$ cat config.mk
export PLATFORM = sky130hd
export DESIGN_NAME = adder_arb
export DESIGN_NICKNAME = d
export VERILOG_FILES = /design/src/rtl/adder_arb.sv
export SDC_FILE = /design/constraint.sdc
export NUM_CORES = 1
export LEC_CHECK = 0
export CAP_MARGIN = 25
export CORE_ASPECT_RATIO = 1.75
export CORE_MARGIN = 1
export CORE_UTILIZATION = 30
export DETAILED_ROUTE_END_ITERATION = 8
export GPL_ROUTABILITY_DRIVEN = 0
export GPL_TIMING_DRIVEN = 0
export SLEW_MARGIN = 20
export SYNTH_ARGS = -nofsm -noshare
export SYNTH_HDL_FRONTEND = slang
export SYNTH_SLANG_ARGS = --single-unit
$ cat constraint.sdc
create_clock -name CLK -period 3.3 [get_ports CLK]
set_clock_uncertainty 0.2 [all_clocks]
set_input_delay 0.495 -clock CLK [delete_from_list [all_inputs] [get_ports CLK]]
set_output_delay 0.495 -clock CLK [all_outputs]
set_load 0.03 [all_outputs]
$ cat src/rtl/adder_arb.sv
// Round-robin arbiter sharing one 3-cycle pipelined W+1-bit adder among N requesters.
// Optional macro ADDER_ARB_CNT_EN enables the saturating completed-operation counter on CNT.
module adder_arb #(
  parameter int N   = 4,
  parameter int W   = 8,
  parameter int IDW = 2
) (
  input  logic           CLK,
  input  logic           RST_N,
  input  logic           EN,
  input  logic [N-1:0]   REQ,
  input  logic [N*W-1:0] IN1_BUS,
  input  logic [N*W-1:0] IN2_BUS,
  output logic [N-1:0]   GNT,
  output logic [W:0]     OUT,
  output logic [IDW-1:0] OUT_ID,
  output logic           OUT_VLD,
  output logic           BUSY,
  output logic [15:0]    CNT
);

  logic [W-1:0]   w_in1 [N];
  logic [W-1:0]   w_in2 [N];

  logic [IDW-1:0] r_ptr;
  logic [IDW-1:0] w_ptr_next;
  logic [IDW:0]   w_pos;
  logic [N-1:0]   w_gnt;
  logic           w_gnt_vld;
  logic [IDW-1:0] w_gnt_id;

  logic           r_s1_vld, r_s2_vld, r_out_vld;
  logic [W-1:0]   r_s1_a, r_s1_b, r_s2_a, r_s2_b;
  logic [IDW-1:0] r_s1_id, r_s2_id, r_out_id;
  logic [W:0]     r_out;

  generate
    for (genvar gi = 0; gi < N; gi++) begin : g_unpack
      assign w_in1[gi] = IN1_BUS[gi*W +: W];
      assign w_in2[gi] = IN2_BUS[gi*W +: W];
    end
  endgenerate

  // Search from r_ptr upward (mod N); the first active request wins.
  always_comb begin
    w_gnt     = '0;
    w_gnt_vld = 1'b0;
    w_gnt_id  = '0;
    w_pos     = '0;
    if (RST_N && EN) begin
      for (int k = 0; k < N; k++) begin
        w_pos = {1'b0, r_ptr} + (IDW+1)'(k);
        if (w_pos >= (IDW+1)'(N)) begin
          w_pos = w_pos - (IDW+1)'(N);
        end
        if (!w_gnt_vld && REQ[w_pos[IDW-1:0]]) begin
          w_gnt_vld = 1'b1;
          w_gnt_id  = w_pos[IDW-1:0];
        end
      end
    end
    if (w_gnt_vld) begin
      w_gnt[w_gnt_id] = 1'b1;
    end
  end

  always_comb begin
    w_ptr_next = r_ptr;
    if (w_gnt_vld) begin
      w_ptr_next = (w_gnt_id == IDW'(N-1)) ? '0 : w_gnt_id + IDW'(1);
    end
  end

  assign GNT = w_gnt;

  always_ff @(posedge CLK) begin
    if (!RST_N) begin
      r_ptr     <= '0;
      r_s1_vld  <= 1'b0;
      r_s1_a    <= '0;
      r_s1_b    <= '0;
      r_s1_id   <= '0;
      r_s2_vld  <= 1'b0;
      r_s2_a    <= '0;
      r_s2_b    <= '0;
      r_s2_id   <= '0;
      r_out_vld <= 1'b0;
      r_out     <= '0;
      r_out_id  <= '0;
    end else begin
      r_ptr    <= w_ptr_next;
      r_s1_vld <= w_gnt_vld;
      if (w_gnt_vld) begin
        r_s1_a  <= w_in1[w_gnt_id];
        r_s1_b  <= w_in2[w_gnt_id];
        r_s1_id <= w_gnt_id;
      end
      r_s2_vld <= r_s1_vld;
      if (r_s1_vld) begin
        r_s2_a  <= r_s1_a;
        r_s2_b  <= r_s1_b;
        r_s2_id <= r_s1_id;
      end
      // Result registers hold their last value between valid pulses.
      r_out_vld <= r_s2_vld;
      if (r_s2_vld) begin
        r_out    <= {1'b0, r_s2_a} + {1'b0, r_s2_b};
        r_out_id <= r_s2_id;
      end
    end
  end

  assign OUT     = r_out;
  assign OUT_ID  = r_out_id;
  assign OUT_VLD = r_out_vld;
  assign BUSY    = r_s1_vld | r_s2_vld | r_out_vld;

`ifdef ADDER_ARB_CNT_EN
  logic [15:0] r_cnt;

  always_ff @(posedge CLK) begin
    if (!RST_N) begin
      r_cnt <= '0;
    end else if (r_out_vld && (r_cnt != 16'hFFFF)) begin
      r_cnt <= r_cnt + 16'd1;
    end
  end

  assign CNT = r_cnt;
`else
  assign CNT = '0;
`endif

endmodule

* Word level (Yosys, flattened, before mapping)
Index checks and enable logic that the tools add are counted.
Storage, ports and cells: latch bits 0, memory bits (writable) 0, ROM bits 0, output and inout port bits 33, bits in registers 52, memories kept 0
Cells by class: bitwise gates (word level) 3, order comparisons 11, $add $sub $neg 9, shift-type cells 0, div/mod/pow operators 0, equal/unequal tests 1, mux-type cells 39, $mul 0, reductions and logical operators 8
Operators with widths (number):
- $bmux W8 S2 | 2
- $mux W8 | 4
- $mux W2 | 14
- $lt A2 B3 Y1 const B | 5
- $mux W1 | 13
- $ge A3 B3 Y1 const B | 4
- $add A8 B8 Y9 | 1
- $bmux W1 S2 | 4
- $sub A2 B1 Y2 const B | 4
- $add A2 B2 Y3 const B | 2
- $logic_and A1 B1 Y1 | 5
- $mux W4 | 1
- $add A2 B1 Y3 const B | 1
- $ge A2 B3 Y1 const B | 1
- $logic_not A1 Y1 | 3
- $not A2 Y3 | 1
- $add A2 B1 Y2 const B | 1
- $demux W1 S2 | 1
- $eq A2 B2 Y1 const B | 1
- $ge A2 B1 Y1 const B | 1
- $or A1 B1 Y1 | 2

* Logic depth before layout (Yosys ltp)
Gate-level depths: netlist of run 1.
depth in word-level cells 24, mapped depth 9, gate-level depth less buffers 7

* Least setup slack after synthesis of run 1
Ideal clock, no wire load.
kind in2out, start input REQ[1], end output GNT[1], required time 2605 ps, path buffers 3, stages 7, path slack 521 ps, data arrival time 2084 ps, cell sequence buf_2 > nor4_1 > or3_1 > or3_1 > buf_6 > buf_6 > nor2_1
On the way: cells in the longest elaborated chain, start to end 21
Ends and longest elaborated chain:
- start: declaration | RTL line 11 | input logic [N-1:0] REQ,
- $bmux W1 S2 | RTL line 56 | if (!w_gnt_vld && REQ[w_pos[IDW-1:0]]) begin
- $mux W1 (not written as such) | RTL line 56
- $mux W1 | RTL line 56
- $mux W1 | RTL line 50 | if (RST_N && EN) begin
- $logic_not A1 Y1 | RTL line 56
- $logic_and A1 B1 Y1 | RTL line 56
- $mux W1 | RTL line 56
- $mux W1 | RTL line 50
- [... 5 more ...]
- $logic_and A1 B1 Y1 | RTL line 56
- $mux W2 | RTL line 56
- $mux W2 | RTL line 50
- $lt A2 B3 Y1 (not written as such) / $ge A2 B1 Y1 (equally long branches) | RTL line 63 | w_gnt[w_gnt_id] = 1'b1;
- $logic_and A1 B1 Y1 (not written as such) | RTL line 63
- $mux W1 (not written as such) | RTL line 63
- $demux W1 S2 | RTL line 63
- $mux W4 * | RTL line 62 | if (w_gnt_vld) begin
- end: declaration | RTL line 14 | output logic [N-1:0] GNT,
Every way passes the cells marked *; elsewhere a longest branch is shown, timed or not. The select of a mux whose other input is x is not followed.

* Worst setup path in the final report of run 1
start input REQ[3], end output GNT[0]
Same word-level chain as after synthesis.

==> results of run 1 <==
[placed cells by master (no fill, tap or decap), types with 3 or more instances in the layout]
master and n:
o21ai_0 6, or3_1 3, dlygate4sd2_1 6, o221ai_1 16
a21oi_1 7, inv_1 8, buf_2 7, nand3_1 9
nand2b_1 3, nor3b_1 3, mux2i_1 43, clkbuf_1 9
nand2_1 20, a21o_1 4, nor2_1 6, nor2b_1 25
buf_4 16, a31oi_1 3, nor4_1 3, dfxtp_1 52
ha_1 9, and2_1 3, o211ai_1 12, clkdlybuf4s50_1 77
nor3_1 5, conb_1 16, clkbuf_16 5
[kinds of logic (layout without fill, tap and decap cells)]
kind of cell | count (synthesis) | count (layout) | share of synthesized area
buf+inv | 41 | 135 | 0.0833
mux | 44 | 44 | 0.156
simple gates | 90 | 90 | 0.176
compound gates | 60 | 60 | 0.159
fa+ha+maj | 10 | 10 | 0.0469
xor+xnor | 3 | 3 | 0.00930
other cells | 1 | 16 | 0.00133
flops | 52 | 52 | 0.368
[repair_timing]
| item | CTS | global route |
|---|---|---|
| pin swaps | 0 | 0 |
| gates cloned | 0 | 0 |
| endpoints found under the setup margin | 4 | 2 |
| gates resized for setup | 15 | 2 |
[worst max-delay path, delay by kind of cell]
kind,cells,cell delay (ns)
adder cells (fa/ha/maj),1,0.19
buffers and inverters,4,0.84
AND/OR/NAND/NOR,4,0.92
[power by group]
group          internal, W  total [W]  switching, W
logic             0.000167   0.000324      0.000157
registers         0.000664   0.000689     0.0000245
clock network     0.000380   0.000612      0.000232
total              0.00121    0.00162      0.000413
[sequential cells by signal, summed over array words and instances (netlist names), 2 cells and up]
signal / count
OUT: 9
OUT_ID: 2
r_ptr: 2
r_s1_a: 8
r_s1_b: 8
r_s1_id: 2
r_s2_a: 8
r_s2_b: 8
r_s2_id: 2
[stage by stage]
step / util / hold WS (ns) / total power [W]
finish: 0.446 / 0.268 / 0.00162
global route: 0.446 / 0.305 / 0.00169
CTS: 0.446 / 0.271 / 0.00164
detailed placement: 0.427 / 0.263 / 0.00103
global placement: 0.427 / 0.255 / 0.00103
floorplan: - / 0.242 / 0.000885
[cells in the mapped netlist (all sizes together)]
| cell type | n | area (um^2) |
|---|---|---|
| dfxtp | 52 | 1040 |
| mux2i | 43 | 430 |
| nor2b | 25 | 156 |
| buf | 23 | 168 |
| nand2 | 21 | 81.3 |
| o221ai | 16 | 140 |
| o211ai | 12 | 90.1 |
| clkbuf | 10 | 37.5 |
| ha | 9 | 113 |
| nand3 | 9 | 45.0 |
| inv | 8 | 30.0 |
| a21oi | 7 | 35.0 |
| o21ai | 7 | 35.0 |
| nor2 | 6 | 22.5 |
| nor3 | 6 | 30.0 |
| a21o | 4 | 30.0 |
| a31oi | 3 | 18.8 |
| and2 | 3 | 18.8 |
| nand2b | 3 | 18.8 |
| nor3b | 3 | 22.5 |
| nor4 | 3 | 18.8 |
| or3 | 3 | 18.8 |
| a21boi | 2 | 15.0 |
| nor4bb | 2 | 20.0 |
| o31a | 2 | 17.5 |
| or2b | 2 | 15.0 |
| or4 | 2 | 15.0 |
| xnor2 | 2 | 17.5 |
| a2111oi | 1 | 8.76 |
| a221oi | 1 | 8.76 |
| a311o | 1 | 10.0 |
| a32o | 1 | 10.0 |
| and3 | 1 | 6.26 |
| conb | 1 | 3.75 |
| fa | 1 | 20.0 |
| mux2 | 1 | 11.3 |
| nand3b | 1 | 7.51 |
| o2111a | 1 | 11.3 |
| o211a | 1 | 10.0 |
| o21bai | 1 | 7.51 |
| xor2 | 1 | 8.76 |
[worst paths after layout]
kind / start / to / slack (ns) / cells after the start
hold reg to reg: r_s1_id[0] / r_s1_id[0] / 0.27 / 2
hold / removal: r_s1_id[0] / r_s1_id[0] / 0.27 / 2
setup / recovery: REQ[3] / GNT[0] / 0.15 / 9
setup reg to reg: r_s2_a[0] / OUT[8] / 0.97 / 7
[routing by layer]
layer | track usage | share of wire | vias up
met5 | 0 | 0 | -
met4 | 0.0599 | 0.018 | 0
met3 | 0.0230 | 0.039 | 10
met2 | 0.302 | 0.55 | 82
met1 | 0.179 | 0.39 | 1157
li1 | - | - | 1284
[layout make-up]
cell class	instances	area share
plain buffers	33	0.0509
clock buffers	6	0.0342
clock inverters	2	0.00956
inverters	8	0.00741
multi-input cells	223	0.397
flip-flops and latches	52	0.257
well taps	120	0.0370
repair buffers	86	0.207
==> flow_summary.toml, run 1 <==
[route]
route.vias.total = 2533
drcViolationCount = 0
drtAntennaViolNets = 0
drt_iter0_drc = 96
dr.pass1.iters = 4
routedWlPerCell_um = 14.3
routed_wl_mm = 7.57
via_per_inst = 4.78

[flow_run]
cap_violations = 0

[floorplan]
dieArea_um2 = 9820
die_w_um = 75.4
start_util = 0.311
die_h_um = 130
num_rows = 46
coreArea_um2 = 9090
io_pins = 104

[synth]
avgSynthCellArea_um2 = 9.39
yosysSeqAreaShare = 0.368
syn-cell-area_um2 = 2830
netlist-cell-type-count = 45
yosysWarnings = 0
synth-seq-cells = 52
syn_inst = 301

[timing]
rsz0062_at_grt = "false"
fin_crit_sh = 0.953
max_freq_ghz = 0.318
period_needed_ns = 3.15
worstMarginPinSlew_ns = 0.789
fin_tns_setup_ns = 0
setup_viol = 0
hold_viol_final = 0
slew_viol_final = 0
max_slew_margin = 0.474
timing.final.ws_setup_ns = 0.155

[clocking]
cts_buffer_depth = 2
numCtsBuffers = 5
ctsRootBufferMaster = "clkbuf_16"
worstSkewPairLatency_ns = 0.29
h-tree-depth = 2
post_cts_buffers = 0
cts_tree = "yes"
clk_pin_slew_ns = 0.07
cts.sinks = 52
ctsHoldBuffers = 0

[global_routing]
grt_pass1_vias = 2454
grt_pass1_wl_mm = 12.0
antenna_found_initial = 0
grt_max_degree = 17
grt_overflow = 0
grtUsageTotal = 0.162

[setup_path]
path_class = "in2out"
endpoint_kind = "output pin"
arrival_ns = 2.45
crit_path_start_kind = "primary input"
cp_max_fo = 10
slowest_delay_ns = 0.35
required_ns = 2.60
path_cells = "dlygate4sd2_1 > nor4_1 > or3_1 > or3_1 > buf_6 > buf_6 > ha_1 > and2_1 > buf_2"
slowest_stage = "or3_1"

[cells_and_area]
multi_input_area_um2 = 1610
finalInstanceArea_um2 = 4060
register_area_um2 = 1040
nFillCells = 950
drive_above_1_share = 0.0951
final_cells = 530
area_delta_synth_final_pct = 43.5
num_antenna_cells = 0
nets = 490

[min_path]
hp-class = "reg2reg"

[power]
max-vdd-ir-drop_uv = 206
leakagePower_nw = 1.69
power.density_nw_per_um2 = 401

[place]
dpl-instance-area_um2 = 3890
dpl_worst_slack_ns = -0.605
hpwl_mm = 6.16
io_buffers = 85
dp_cells = 522

[outcome]
outcome = "complete, no violations"
Power figures use the tool's default switching activity.
==> inputs of run 2 (changes only) <==
--- a/config.mk
+++ b/config.mk
@@ -12,7 +12,6 @@
 export DETAILED_ROUTE_END_ITERATION = 8
 export GPL_ROUTABILITY_DRIVEN = 0
 export GPL_TIMING_DRIVEN = 0
-export SLEW_MARGIN = 20
 export SYNTH_ARGS = -nofsm -noshare
 export SYNTH_HDL_FRONTEND = slang
 export SYNTH_SLANG_ARGS = --single-unit
==> run 2 against run 1 <==
Sequential power about the same. Sequential share of layout area decreased by 0.063 points. Combinational power hardly changed. Largest power group unchanged. Highest routed layer unchanged.
==> flow_summary.toml, run 2 (synthesis results as in run 1) <==
[outcome]
outcome = "complete, no violations"

[timing]
setup_viol = 0
worstMarginPinSlew_ns = 0.750
fin_crit_sh = 0.952
period_needed_ns = 3.14
max_freq_ghz = 0.318
slew_viol_final = 0
max_slew_margin = 0.500
rsz0062_at_grt = "false"
timing.final.ws_setup_ns = 0.159
hold_viol_final = 0
whs_ns = 0.274

[setup_path]
slowest_delay_ns = 0.35
path_class = "in2out"
critical_path_buf_inv_count = 4
cp_top_family = "simple AND/OR/NAND/NOR gates"
crit_path_start_kind = "primary input"
required_ns = 2.60
path_cells = "clkdlybuf4s15_1 > nor4_1 > or3_1 > or3_1 > buf_6 > buf_6 > ha_1 > and2_1 > buf_2"
endpoint_kind = "output pin"
cp_max_fo = 10
arrival_ns = 2.45
slowest_stage = "or3_1"

[cells_and_area]
final_cells = 530
drive_above_1_share = 0.0951
largest_reg_flops = 9
final_util = 0.447
nets = 490
final_common_cell = "clkdlybuf4s50_1"
area_delta_synth_final_pct = 43.9
nFillCells = 948
final_cell_mix = "77 x clkdlybuf4s50_1, 52 x dfxtp_1, 43 x mux2i_1, 25 x nor2b_1, 20 x nand2_1"
num_antenna_cells = 0

[power]
leakagePower_nw = 1.69
power.density_nw_per_um2 = 400
max-vdd-ir-drop_uv = 207
p_total_w = 0.00163

[clocking]
cts.sinks = 52
cts_buffer_depth = 2
h-tree-depth = 2
worstSkewPairLatency_ns = 0.29
cts_tree = "yes"
ctsRootBufferMaster = "clkbuf_16"
post_cts_buffers = 0
numCtsBuffers = 5
clk_pin_slew_ns = 0.07

[floorplan]
io_pins = 104
dieArea_um2 = 9820
die_w_um = 75.4
coreArea_um2 = 9090
start_util = 0.311
die_h_um = 130
num_rows = 46

[min_path]
hp-class = "reg2reg"

[global_routing]
grt_max_degree = 17
grt_pass1_vias = 2472
grt_overflow = 0
grt_pass1_wl_mm = 12.2
grtUsageTotal = 0.164
antenna_found_initial = 0

[place]
io_buffers = 85
hpwl_mm = 6.16
dp_cells = 522
dpl_worst_slack_ns = -0.618

[route]
drt_iter0_drc = 118
route.vias.total = 2562
drtAntennaViolNets = 0
routed_wl_mm = 7.60
dr.pass1.iters = 4
routedWlPerCell_um = 14.3
via_per_inst = 4.83
drcViolationCount = 0

[flow_run]
cap_violations = 0
[run 2: layout make-up]
type                            instances  area (um^2)  area share
Multi-Input combinational cell        223         1620       0.397
Tap cell                              120          150      0.0369
Clock inverter                          2         38.8     0.00954
Inverter                                8         30.0     0.00739
Sequential cell                        52         1040       0.256
Timing Repair Buffer                   86          845       0.208
Buffer                                 33          206      0.0508
Clock buffer                            6          139      0.0342
[run 2: path summary, 6_finish.rpt]
kind         slack [ns]  cells after the start  startpoint    endpoint
min reg2reg        0.27                      2  r_s1_id[0]  r_s1_id[0]
max                0.16                      9      REQ[0]      GNT[0]
max reg2reg        1.00                      7   r_s2_a[0]      OUT[8]
min                0.27                      2  r_s1_id[0]  r_s1_id[0]
[run 2: routing by layer]
layer	global-route usage	routed length [um]
met1	0.179	2920
met2	0.309	4220
met3	0.0245	309
met4	0.0599	146
met5	0	0
[run 2: power breakdown]
group / total, W / switching, W / leakage, nW / internal (W)
Sequential: 0.000689 / 0.0000248 / 0.425 / 0.000664
Combinational: 0.000325 / 0.000158 / 1.18 / 0.000168
Clock: 0.000611 / 0.000231 / 0.0871 / 0.000380
[run 2: what timing repair did]
item                                    in CTS  in global routing
cloned                                       0                  0
gates resized for setup                     15                  3
endpoints found under the setup margin       4                  2
hold buffers                                 0                  0
[run 2: stage by stage]
| stage | instance area [um^2] | TNS [ns] |
|---|---|---|
| final | 4070 | 0 |
| after detailed placement | 3890 | -2.02 |
| after CTS | 4060 | 0 |
| after global placement | 3880 | -2.05 |
| after global routing | 4070 | 0 |
| after floorplan | 2880 | 0 |
[run 2: tightest hold or removal path: cells and delay by family (launching register included)]
kind             cells  cell delay (ns)
AO/OA/AOI/OAI        1             0.06
AND/OR/NAND/NOR      1             0.05
flip-flops           1             0.31
==> inputs of run 3 (changes only) <==
--- a/config.mk
+++ b/config.mk
@@ -12,6 +12,7 @@
 export DETAILED_ROUTE_END_ITERATION = 8
 export GPL_ROUTABILITY_DRIVEN = 0
 export GPL_TIMING_DRIVEN = 0
+export REMOVE_ABC_BUFFERS = 1
 export SYNTH_ARGS = -nofsm -noshare
 export SYNTH_HDL_FRONTEND = slang
 export SYNTH_SLANG_ARGS = --single-unit
==> run 3 against run 2 <==
Sequential power hardly changed. Register-to-register slack better by 0.03 ns. Global-route usage is 1.4 points lower. Combinational power is 5% lower. Design area is 2.5% lower. Largest cell class unchanged. Highest routed layer unchanged.
==> flow_summary.toml, run 3 (synthesis results as in run 1) <==
[outcome]
outcome = "complete, no violations"

[place]
hpwl_mm = 5.48
dp_cells = 496
io_buffers = 87

[cells_and_area]
final_cells = 506
num_antenna_cells = 0
area_delta_synth_final_pct = 40.3
final_cell_mix = "77 x clkdlybuf4s50_1, 52 x dfxtp_1, 43 x mux2i_1, 25 x nor2b_1, 20 x nand2_1"
nets = 466
final_util = 0.436
largest_reg_flops = 9
final_common_cell = "clkdlybuf4s50_1"
drive_above_1_share = 0.0596

[setup_path]
startpoint = "REQ[1]"
path_class = "in2out"
r2r_end = "OUT[8]"
reg2reg_from = "r_s2_a[0]"
required_ns = 2.60
arrival_ns = 2.54
endpoint_kind = "output pin"
cp_max_fo = 21
rr_worst_depth = 7
r2r_slack_ns = 1.03
crit_path_start_kind = "primary input"

[route]
routed_wl_mm = 6.97
routedWlPerCell_um = 13.8
drtAntennaViolNets = 0
route.vias.total = 2448
drt_iter0_drc = 66
dr.pass1.iters = 4
via_per_inst = 4.84
drcViolationCount = 0

[floorplan]
start_util = 0.311
dieArea_um2 = 9820
io_pins = 104
die_w_um = 75.4
coreArea_um2 = 9090
num_rows = 46
die_h_um = 130

[power]
p_total_w = 0.00153
leakagePower_nw = 1.61
max-vdd-ir-drop_uv = 246
power.density_nw_per_um2 = 386

[clocking]
ctsRootBufferMaster = "clkbuf_16"
ctsHoldBuffers = 0
h-tree-depth = 2
cts_buffer_depth = 2
cts_tree = "yes"
numCtsBuffers = 5
worstSkewPairLatency_ns = 0.29
clk_pin_slew_ns = 0.07
cts.sinks = 52

[global_routing]
grt_pass1_wl_mm = 11.4
grt_pass1_vias = 2401
grt_max_degree = 29
grt_overflow = 0
grtUsageTotal = 0.151
antenna_found_initial = 0

[timing]
max_slew_margin = 0.543
setup_viol = 0
slew_viol_final = 0
period_needed_ns = 3.23
worstMarginPinSlew_ns = 0.685
rsz0062_at_grt = "false"
whs_ns = 0.269
fin_crit_sh = 0.979
max_freq_ghz = 0.310
hold_viol_final = 0

[min_path]
hold_path_end = "r_s1_id[0]"
worstHoldPathCells = 2
worstHoldStart = "r_s1_id[0]"
hp-class = "reg2reg"

[flow_run]
cap_violations = 0
## run 3: how the worst max path moves through the flow
stage,slack (ns),end
2_1_floorplan,0.36,GNT[0]
3_3_place_gp,-1.78,GNT[0]
3_5_place_dp,-0.99,GNT[0]
4_1_cts,-0.06,GNT[0]
5_1_grt,0.006,GNT[0]
6_report,0.07,GNT[0]
## run 3: through the flow
step / setup TNS [ns] / setup slack (ns) / area, um^2
2_1_floorplan: 0 / 0.358 / 2680
3_3_place_gp: -19.15 / -1.78 / 3700
3_5_place_dp: -4.21 / -0.990 / 3800
4_1_cts: -0.0619 / -0.0619 / 3970
5_1_grt: 0 / 0.00568 / 3960
6_report: 0 / 0.0697 / 3960
## run 3: layout make-up
class                           count  area, um^2
Fill cell                         954        5130
Multi-Input combinational cell    223        1620
Sequential cell                    52        1040
Timing Repair Buffer               95         971
Tap cell                          120         150
Clock buffer                        6         139
Inverter                            8        30.0
Clock inverter                      2        15.0
## run 3: repair_timing
action                                  in CTS  in global routing
gates resized for setup                     15                  4
gates cloned                                 0                  0
setup buffers                                2                  0
pin swaps                                    2                  0
hold endpoints to repair                     0                  0
endpoints found under the setup margin       4                  2
## run 3: worst max-delay path, cell delays in order
cell             delay, ns
dlygate4sd2_1         0.35
nor4_1                0.09
or3_1                 0.38
or3_4                 0.41
buf_16                0.18
ha_1                  0.20
and2_1                0.15
clkdlybuf4s15_2       0.28
## run 3: routing by layer
metal / global-route usage / wire length [um] / vias to the layer above
li1: - / - / 1236
met1: 0.166 / 2750 / 1145
met2: 0.279 / 3840 / 58
met3: 0.0184 / 182 / 9
met4: 0.0675 / 199 / 0
met5: 0 / 0 / -
## run 3: power breakdown
group          switching [W]  internal, W
clock network       0.000227     0.000302
registers          0.0000278     0.000664
logic               0.000146     0.000163
total               0.000402      0.00113
